$ cat config.mk
export PLATFORM = sky130hd
export DESIGN_NAME = guess_entry_ctrl_flat
export DESIGN_NICKNAME = d
export VERILOG_FILES = /design/src/rtl/guess_entry_if.sv /design/src/rtl/guess_entry_ctrl.sv /design/src/flat_wrapper.sv
export SDC_FILE = /design/constraint.sdc
export NUM_CORES = 1
export LEC_CHECK = 0
export ABC_AREA = 1
export CORE_MARGIN = 4
export CORE_UTILIZATION = 36
export DETAILED_ROUTE_END_ITERATION = 7
export GPL_TIMING_DRIVEN = 0
export RECOVER_POWER = 100
export SLEW_MARGIN = 20
export SYNTH_ARGS = -nofsm -noshare
export SYNTH_HDL_FRONTEND = slang
export SYNTH_SLANG_ARGS = --single-unit
$ cat constraint.sdc
create_clock -name clk -period 1.9 [get_ports clk]
set_clock_uncertainty 0.05 [all_clocks]
set_input_delay 0.19 -clock clk [delete_from_list [all_inputs] [get_ports clk]]
set_output_delay 0.19 -clock clk [all_outputs]
set_load 0.02 [all_outputs]
$ cat src/rtl/guess_entry_if.sv
// Bundle of keypad/button inputs, scorer handshake and display/status outputs
// shared by the guess entry controller and whatever drives it.
interface guess_entry_if;
  logic        key_valid;
  logic [3:0]  key_code;
  logic        btn_del;
  logic        btn_enter;
  logic        guess_ready;
  logic        guess_valid;
  logic [15:0] guess;
  logic [2:0]  digit_count;
  logic [3:0]  an;
  logic [3:0]  hex_out;
  logic [15:0] led;

  modport master (
    output key_valid, key_code, btn_del, btn_enter, guess_ready,
    input  guess_valid, guess, digit_count, an, hex_out, led
  );

  modport slave (
    input  key_valid, key_code, btn_del, btn_enter, guess_ready,
    output guess_valid, guess, digit_count, an, hex_out, led
  );
endinterface

$ cat src/rtl/guess_entry_ctrl.sv
// Buffers up to four decimal guess digits from a keypad, hands the packed guess
// to a scorer with a valid/ready handshake and multiplexes the digits onto a display.
module guess_entry_ctrl #(
  parameter int REFRESH_BITS = 17,
  parameter int MAX_DIGITS   = 4
) (
  input  logic         clk,
  input  logic         rst,
  guess_entry_if.slave bus
);

  localparam logic [2:0] FULL = 3'(MAX_DIGITS);

  typedef enum logic {ENTRY, SUBMIT} state_t;

  state_t                  state_q, state_d;
  logic [15:0]             buffer_q, buffer_d;
  logic [2:0]              count_q, count_d;
  logic                    reject;
  logic [3:0]              onehot_d;
  logic [15:0]             led_q;
  logic [REFRESH_BITS-1:0] prescale_q;
  logic [1:0]              sel_q;
  logic                    blank;
  logic [3:0]              an_q, hex_q;

  always_ff @(posedge clk or posedge rst) begin
    if (rst) begin
      state_q  <= ENTRY;
      buffer_q <= '0;
      count_q  <= '0;
      led_q    <= '0;
    end else begin
      state_q  <= state_d;
      buffer_q <= buffer_d;
      count_q  <= count_d;
      led_q    <= {reject, 10'b0, state_d == SUBMIT, onehot_d};
    end
  end

  // Position p lives at buffer[15-4p -: 4]; the first digit is the leftmost nibble.
  always_comb begin
    state_d  = state_q;
    buffer_d = buffer_q;
    count_d  = count_q;
    reject   = 1'b0;
    case (state_q)
      ENTRY: begin
        if (bus.btn_enter) begin
          if (count_q == FULL) state_d = SUBMIT;
          else                 reject  = 1'b1;
        end else if (bus.btn_del) begin
          if (count_q != 3'd0) begin
            count_d  = count_q - 3'd1;
            buffer_d = buffer_q & ~(16'hF000 >> {count_d, 2'b00});
          end
        end else if (bus.key_valid && bus.key_code <= 4'd9 && count_q < FULL) begin
          count_d  = count_q + 3'd1;
          buffer_d = buffer_q | ({bus.key_code, 12'h000} >> {count_q, 2'b00});
        end
      end
      SUBMIT: begin
        if (bus.guess_ready) begin
          state_d  = ENTRY;
          buffer_d = '0;
          count_d  = '0;
        end
      end
    endcase
  end

  always_comb begin
    onehot_d = 4'b0001 << count_d[1:0];
    if (count_d == FULL) onehot_d = 4'hF;
  end

  // Free-running scan: the select advances once per full prescaler period.
  assign blank = ({1'b0, sel_q} >= count_q);

  always_ff @(posedge clk or posedge rst) begin
    if (rst) begin
      prescale_q <= '0;
      sel_q      <= '0;
      an_q       <= 4'hF;
      hex_q      <= '0;
    end else begin
      prescale_q <= prescale_q + REFRESH_BITS'(1);
      if (&prescale_q) sel_q <= sel_q + 2'd1;
      an_q  <= blank ? 4'hF : ~(4'b1000 >> sel_q);
      hex_q <= blank ? 4'h0 : buffer_q[{~sel_q, 2'b00} +: 4];
    end
  end

  assign bus.guess_valid = (state_q == SUBMIT);
  assign bus.guess       = buffer_q;
  assign bus.digit_count = count_q;
  assign bus.an          = an_q;
  assign bus.hex_out     = hex_q;
  assign bus.led         = led_q;

endmodule

$ cat src/flat_wrapper.sv
// flat-port wrapper written by rule: the top's interface ports become plain ports
module guess_entry_ctrl_flat 
#(
  parameter int REFRESH_BITS = 17,
  parameter int MAX_DIGITS   = 4
)
  (clk, rst, bus_key_valid, bus_key_code, bus_btn_del, bus_btn_enter, bus_guess_ready, bus_guess_valid, bus_guess, bus_digit_count, bus_an, bus_hex_out, bus_led);
  guess_entry_if bus_i ();
  input  logic clk;
  input  logic rst;
  input wire logic [$bits(bus_i.key_valid)-1:0] bus_key_valid;
  input wire logic [$bits(bus_i.key_code)-1:0] bus_key_code;
  input wire logic [$bits(bus_i.btn_del)-1:0] bus_btn_del;
  input wire logic [$bits(bus_i.btn_enter)-1:0] bus_btn_enter;
  input wire logic [$bits(bus_i.guess_ready)-1:0] bus_guess_ready;
  output wire logic [$bits(bus_i.guess_valid)-1:0] bus_guess_valid;
  output wire logic [$bits(bus_i.guess)-1:0] bus_guess;
  output wire logic [$bits(bus_i.digit_count)-1:0] bus_digit_count;
  output wire logic [$bits(bus_i.an)-1:0] bus_an;
  output wire logic [$bits(bus_i.hex_out)-1:0] bus_hex_out;
  output wire logic [$bits(bus_i.led)-1:0] bus_led;
  assign bus_i.key_valid = bus_key_valid;
  assign bus_i.key_code = bus_key_code;
  assign bus_i.btn_del = bus_btn_del;
  assign bus_i.btn_enter = bus_btn_enter;
  assign bus_i.guess_ready = bus_guess_ready;
  assign bus_guess_valid = bus_i.guess_valid;
  assign bus_guess = bus_i.guess;
  assign bus_digit_count = bus_i.digit_count;
  assign bus_an = bus_i.an;
  assign bus_hex_out = bus_i.hex_out;
  assign bus_led = bus_i.led;
  guess_entry_ctrl #(.REFRESH_BITS(REFRESH_BITS), .MAX_DIGITS(MAX_DIGITS)) u_core (.clk(clk), .rst(rst), .bus(bus_i));
endmodule
# After elaboration in Yosys (flattened, before gate mapping)
# Cells that the tools add are included.
word_totals:
  input_bits: 10
  out_inout_bits: 44
  register_bits: 53
  elab_cells: 59
classes:
  n_lt_le_gt_ge: 3
  mux: 22
  n_bitwise: 6
  n_eq_ne: 6
  reduce_logical: 5
  add_sub_neg: 4
  shift: 5
op_table:
  columns: ["cell", "n"]
  rows:
  - ["$mux W16", 5]
  - ["$pmux W16 S2", 1]
  - ["$add A17 B1 Y17 const B", 1]
  - ["$reduce_and A17 Y1", 1]
  - ["$and A16 B16 Y16", 1]
  - ["$not A16 Y16", 1]
  - ["$or A16 B16 Y16", 1]
  - ["$shiftx A16 B5 Y4", 1]
  - ["$shr A16 B5 Y16", 1]
  - ["$shr A16 B5 Y16 const A", 1]
  - ["$mux W3", 5]
  - ["$mux W4", 3]
  - ["$eq A3 B3 Y1 const B", 2]
  - ["$mux W1", 6]
  - ["$ne A3 B2 Y1 const B", 2]
  - ["$pmux W3 S2", 1]
  - ["$le A4 B4 Y1 const B", 1]
  - ["$ne A2 B2 Y1 const B", 2]
  - ["$not A4 Y4", 1]
  - ["$reduce_and A4 Y1", 1]
  - ["$shl A1 B2 Y4 const A", 1]
  - ["$shr A4 B2 Y4 const A", 1]
  - ["$add A3 B1 Y3 const B", 1]
  - ["$ge A2 B3 Y1", 1]
  - ["8 further kinds", 9]

# Depth between registers and ports, before layout
depth:
  ltp_word: 9
  mapped_depth: 13
  mapped_depth_nobuf: 13

# Worst setup path before layout
# No wires, ideal clock.
synth_timing:
  path_kind: "register to register"
  start: "register u_core.count_q[0], in the netlist u_core.bus.digit_count[0]"
  end: "register u_core.buffer_q[1], in the netlist u_core.bus.guess[1]"
  period_less_slack_ns: 1.918
  setup_slack_ns: -0.018
  arrival_ns: 1.803
  path_stages_with_launch: 13
  setup_ns: 0.065
  path_cell_list: "dfrtp_1 -> inv_1 -> ha_1 -> nand2_2 -> inv_2 -> nor2_4 -> inv_2 -> nand2_4 -> nand2_4 -> buf_6 -> nor3_2 -> nand2_1 -> nand2_1"
synth_via:
  elab_chain_cells: 8
synth_rtl:
  columns: ["item", "line", "rtl"]
  rows:
  - ["start, declared", "guess_entry_ctrl.sv:18", "logic [2:0] count_q, count_d;"]
  - ["start signal, assigned", "guess_entry_ctrl.sv:36", "count_q <= count_d;"]
  - ["$sub A3 B1 Y3", "guess_entry_ctrl.sv:54", "count_d = count_q - 3'd1;"]
  - ["$shr A16 B5 Y16", "guess_entry_ctrl.sv:55", "buffer_d = buffer_q & ~(16'hF000 >> {count_d, 2'b00});"]
  - ["$not A16 Y16", "guess_entry_ctrl.sv:55", null]
  - ["$and A16 B16 Y16", "guess_entry_ctrl.sv:55", null]
  - ["$mux W16", "guess_entry_ctrl.sv:53", "if (count_q != 3'd0) begin"]
  - ["$mux W16", "guess_entry_ctrl.sv:52", "end else if (bus.btn_del) begin"]
  - ["$mux W16", "guess_entry_ctrl.sv:49", "if (bus.btn_enter) begin"]
  - ["$pmux W16 S2", "guess_entry_ctrl.sv:47", "case (state_q)"]
  - ["end signal, assigned", "guess_entry_ctrl.sv:35", "buffer_q <= buffer_d;"]
  - ["end, declared", "guess_entry_ctrl.sv:17", "logic [15:0] buffer_q, buffer_d;"]
# Several ways; a longest one is shown, not always the timed one. The select of a mux whose other input is x is not followed.
# A chain may end at the register's enable or synchronous reset.

# Worst setup path after layout
layout_timing:
  start: "register u_core.count_q[1], in the netlist u_core.bus.digit_count[1]"
  end: "output bus_digit_count[1]"
layout_rtl:
  columns: ["item", "line", "rtl"]
  rows:
  - ["end, declared", "flat_wrapper.sv:18", "output wire logic [$bits(bus_i.digit_count)-1:0] bus_digit_count;"]
# No word-level cell between the ends.

==> summary by stage <==
Global routing
The via count of the first global-routing pass is 2165. The maximum number of pins on one net before global-route repair is 29. The number of antenna violations at the first check in global routing was 0. Global routing used 14.42% of the available tracks. For this run the aggregate overflow at the end of global routing stands at 0. The first global-routing pass estimated 10160 um of wire.

Setup path
The worst path buffer plus inverter count is 2. STA classifies the critical path startpoint as a flip-flop. The kind of critical path is reg -> out. The number of cell instances on the worst register-to-register path is 7.

The endpoint identified for the worst register-to-register timing path is u_core.bus.guess[12]. Data on the critical path is required at its endpoint by 1.66 ns. The maximum fanout encountered on the critical timing path is 2. The critical path goes through buf_4 -> dlygate4sd3_1.

On the worst path, the slowest cell contributes a delay of 0.64 ns. In this run the critical register-to-register path is launched from u_core.bus.digit_count[0]. The setup slack of the most critical reg-to-reg path is 0.16 ns. The cell with the largest stage delay on the worst path is sky130_fd_sc_hd__dlygate4sd3_1. Broken down by cell family, the worst path's largest delay share belongs to buffers and inverters. The worst setup path is captured at a primary output.

For the worst setup path, the data arrival time is 1.52 ns.

Hold path
The path with the worst hold slack has its endpoint at u_core.prescale_q[0]. The worst hold path startpoint is u_core.prescale_q[0]. The class of the tightest hold or removal check is reg -> reg. Counting instances, the worst hold path has a depth of 1.

Finish
The share of cells above drive strength 1 is 17.12%. From synthesis to final layout, the design area changed by 29.10%. The number of diodes added for antenna fixing is 0. At the end of the flow, the number of nets in the layout was 391.

After routing the design area is 3497 sq um.

Clock tree
The longest clock path from root to sink contains 2 buffers. The later pin in the worst-skew pair is clocked with a latency of 0.30 ns. The number of buffers inserted by hold repair at cts is 0. The clock-pin slew on the worst setup and hold paths is 0.09 ns.

Counting every sink on the clock net gives 52. Buffers inserted during clock tree synthesis total 5. The H-tree depth is 2. The root buffer cell chosen for the clock tree is sky130_fd_sc_hd__clkbuf_8.

The CTS tree is done.

Die
The initial utilization of the core area, before any placement, comes to 37.15%. The die covers 8977 sq um. The core region is 7292 sq um. For this design the top-level I/O count stands at 54. The floorplan step set the die width to 94.75 um. The number of placement rows is 31. The die is 94.75 um tall.

Yosys
The average instance in the mapped netlist occupies 9.060 sq um. For this run, the register share of the synthesized area comes to 48.22%. Of all flip-flops after synthesis, the portion carrying an async set or reset was 100.0%. The count of distinct cell types in the synthesized netlist is 31. The adder-cell share of the synthesized area is 6.467%. The number of instances in the synthesized netlist is 299. The mux contribution to synthesized area is 0%. The synthesized design contains 52 register bits. The simple-gate portion of the synthesized area is 21.89%. Counting flops with a built-in enable in the synthesized netlist gives 0.

Summing the areas of all compound-gate instances in the mapped netlist gives 9.238% of the synthesized area. The number of warnings reported in the yosys synthesis log is 0. After synthesis, the largest family of logic cells by area is simple AND/OR/NAND/NOR gates. The summed instance area of the synthesized netlist is 2709 sq um. After Yosys synthesis, XOR and XNOR cells account for 5.173% of the synthesized area.

The top flip-flop cell by instance count after synthesis is sky130_fd_sc_hd__dfrtp_1.

Drt
The per-cell routed wire length is 12.36 um. The number of vias in the routed layout is 2125. After detailed routing, the total wire length is 5774 um. The number of search-and-repair iterations in the first detailed-routing pass is 4. The number of DRC violations after detailed routing is 0. The mean number of vias per cell is 4.550.

The number of nets with antenna violations after routing is 0. For this block, the initial DRC count from the detailed router was 118.

Placed design
Detailed placement finished with a half-perimeter wire length of 4356 um. Port buffering added 43 buffers. The cell area reported after detailed placement is 3319 sq um.

The last weighted congestion value of the routability-driven placer is 0.7985.

Timing
Setup violations remaining at the end of the flow were counted as 0. The number of hold-slack violations in the final timing report is 0. The total negative setup slack is 0 ns.

The slew of the pin with the lowest slew margin is 0.8631 ns. The count of final max-slew check failures is 0. The final period utilization is 92.82%. The worst max-slew margin expressed relative to the limit is 42.40%. The time the worst path needs with I/O delays and setup is 1.764 ns. Static timing analysis puts the maximum clock frequency at 567.0 MHz. Setup repair after global routing left no endpoint under its margin.

Power
Across the VDD grid, the largest voltage drop is 0.6873 mV. The cell area power density is 1217 nW/um^2. The static power due to leakage is 0.001729 uW.

Status
The run finished with clean final reports.

Job
The reported max-cap violation count is 0.
how the worst max path moves through the flow:
stage	start	to	slack [ns]	cells after the start
detailed placement	u_core.bus.digit_count[1]	u_core.bus.led[0]	-0.16	12
finish	u_core.bus.digit_count[1]	bus_digit_count[1]	0.14	2
CTS	u_core.bus.digit_count[0]	u_core.bus.guess[8]	0.02	11
global route	u_core.sel_q[0]	u_core.bus.hex_out[0]	0.003	6
floorplan	u_core.bus.digit_count[1]	u_core.bus.led[3]	0.13	13
global placement	rst	u_core.bus.digit_count[1]	-0.73	2
per-layer routing:
layer / vias to the layer above / routed length, um / GRT usage, %
met2: 55 / 2654 / 23.02
li1: 1087 / - / -
met1: 974 / 2719 / 19.53
met4: 0 / 102 / 5.048
met3: 9 / 297 / 2.789
met5: - / 0 / 0
cell usage in the layout, fill, tap and decap left out, types with 2 or more instances in the layout:
master,instances
sky130_fd_sc_hd__o21ai_0,10
sky130_fd_sc_hd__a21oi_1,12
sky130_fd_sc_hd__inv_2,7
sky130_fd_sc_hd__xnor2_1,5
sky130_fd_sc_hd__clkdlybuf4s50_1,9
sky130_fd_sc_hd__nand3_1,18
sky130_fd_sc_hd__ha_2,2
sky130_fd_sc_hd__clkbuf_1,2
sky130_fd_sc_hd__nand2_1,76
sky130_fd_sc_hd__nand4_1,4
sky130_fd_sc_hd__clkbuf_4,3
sky130_fd_sc_hd__clkbuf_8,5
sky130_fd_sc_hd__inv_4,2
sky130_fd_sc_hd__xor2_1,11
sky130_fd_sc_hd__dfrtp_2,3
sky130_fd_sc_hd__nand3_2,2
sky130_fd_sc_hd__nand2_4,2
sky130_fd_sc_hd__ha_1,11
sky130_fd_sc_hd__buf_4,17
sky130_fd_sc_hd__dfrtp_1,45
sky130_fd_sc_hd__nor2_4,3
sky130_fd_sc_hd__a221oi_1,4
sky130_fd_sc_hd__inv_1,24
sky130_fd_sc_hd__nor2_1,13
sky130_fd_sc_hd__nand2_2,2
sky130_fd_sc_hd__conb_1,10
sky130_fd_sc_hd__dfstp_2,4
sky130_fd_sc_hd__o21ai_1,4
sky130_fd_sc_hd__a22oi_1,8
sky130_fd_sc_hd__nor3_1,4
sky130_fd_sc_hd__dlygate4sd3_1,34
what timing repair did:
item	CTS	global route
pin swaps	1	1
resized for setup	7	6
setup buffers	5	3
endpoints found under the setup margin	32	32
stage by stage:
stage / util, % / power [uW] / setup slack [ns] / hold slack [ns] / cells
2_1_floorplan: - / 2712 / 0.1262 / 0.2968 / 308
3_3_place_gp: 45.25 / 3466 / -0.7279 / 0.3871 / 450
3_5_place_dp: 45.52 / 3495 / -0.1635 / 0.3912 / 451
4_1_cts: 47.82 / 4367 / 0.02054 / 0.1883 / 464
5_1_grt: 47.96 / 4608 / 0.003104 / 0.4480 / 467
6_report: 47.96 / 4256 / 0.1364 / 0.4050 / 467
worst register-to-register path, stage by stage, from the launching register on:
cell and delay [ns]:
sky130_fd_sc_hd__dfrtp_2 0.43, sky130_fd_sc_hd__inv_2 0.11, sky130_fd_sc_hd__ha_1 0.22, sky130_fd_sc_hd__xor2_1 0.15, sky130_fd_sc_hd__nor2_1 0.22, sky130_fd_sc_hd__nand2_1 0.17
sky130_fd_sc_hd__a22oi_1 0.18, sky130_fd_sc_hd__o21ai_0 0.10
sequential cells by signal (all words and copies together) (netlist names):
name / count
u_core.bus.hex_out: 4
u_core.prescale_q: 17
u_core.sel_q: 2
u_core.bus.an: 4
u_core.bus.guess: 16
u_core.bus.digit_count: 3
u_core.bus.led: 6
power by group:
| part | switching [uW] | internal, uW | total (uW) |
|---|---|---|---|
| sequential | 201 | 1350 | 1550 |
| combinational | 1160 | 789 | 1950 |
| clock | 363 | 398 | 761 |
synth_stat cells (3+ instances only):
library cell               number  share of area [%]
sky130_fd_sc_hd__nand4_1        4               0.92
sky130_fd_sc_hd__ha_1          14                6.5
sky130_fd_sc_hd__nor2_4         3                1.2
sky130_fd_sc_hd__inv_1         25                3.5
sky130_fd_sc_hd__nor2_1        14                1.9
sky130_fd_sc_hd__xnor2_1        5                1.6
sky130_fd_sc_hd__a22oi_1        8                2.2
sky130_fd_sc_hd__inv_2          7               0.97
sky130_fd_sc_hd__nand3_1       19                3.5
sky130_fd_sc_hd__o21ai_0        5               0.92
sky130_fd_sc_hd__nand2_1       76                 11
sky130_fd_sc_hd__dfrtp_1       48                 44
sky130_fd_sc_hd__xor2_1        11                3.6
sky130_fd_sc_hd__a221oi_1       4                1.3
sky130_fd_sc_hd__o21ai_1        9                1.7
sky130_fd_sc_hd__buf_4         11                3.0
sky130_fd_sc_hd__a21oi_1       13                2.4
sky130_fd_sc_hd__dfstp_2        4                3.9
sky130_fd_sc_hd__nor3_2         3                1.1
layout make-up:
class                   count  area (sq um)
repair buffers             52         494.2
flip-flops and latches     52          1310
plain buffers              14         106.4
clock inverters             2         38.79
well taps                  99         123.9
multi-input cells         208          1215
fillers                   742          3795
clock buffers               6         72.57
inverters                  34         136.4
cell families after synthesis:
| family | count (synthesis) |
|---|---|
| AOI/OAI and AO/OA | 41 |
| xor gates and xnor gates | 16 |
| adders and majority gates | 14 |
| buffers and inverters | 48 |
| DFF | 52 |
| other | 1 |
| and+or+nand+nor | 127 |
No activity file was read; power rests on OpenSTA's default activity.
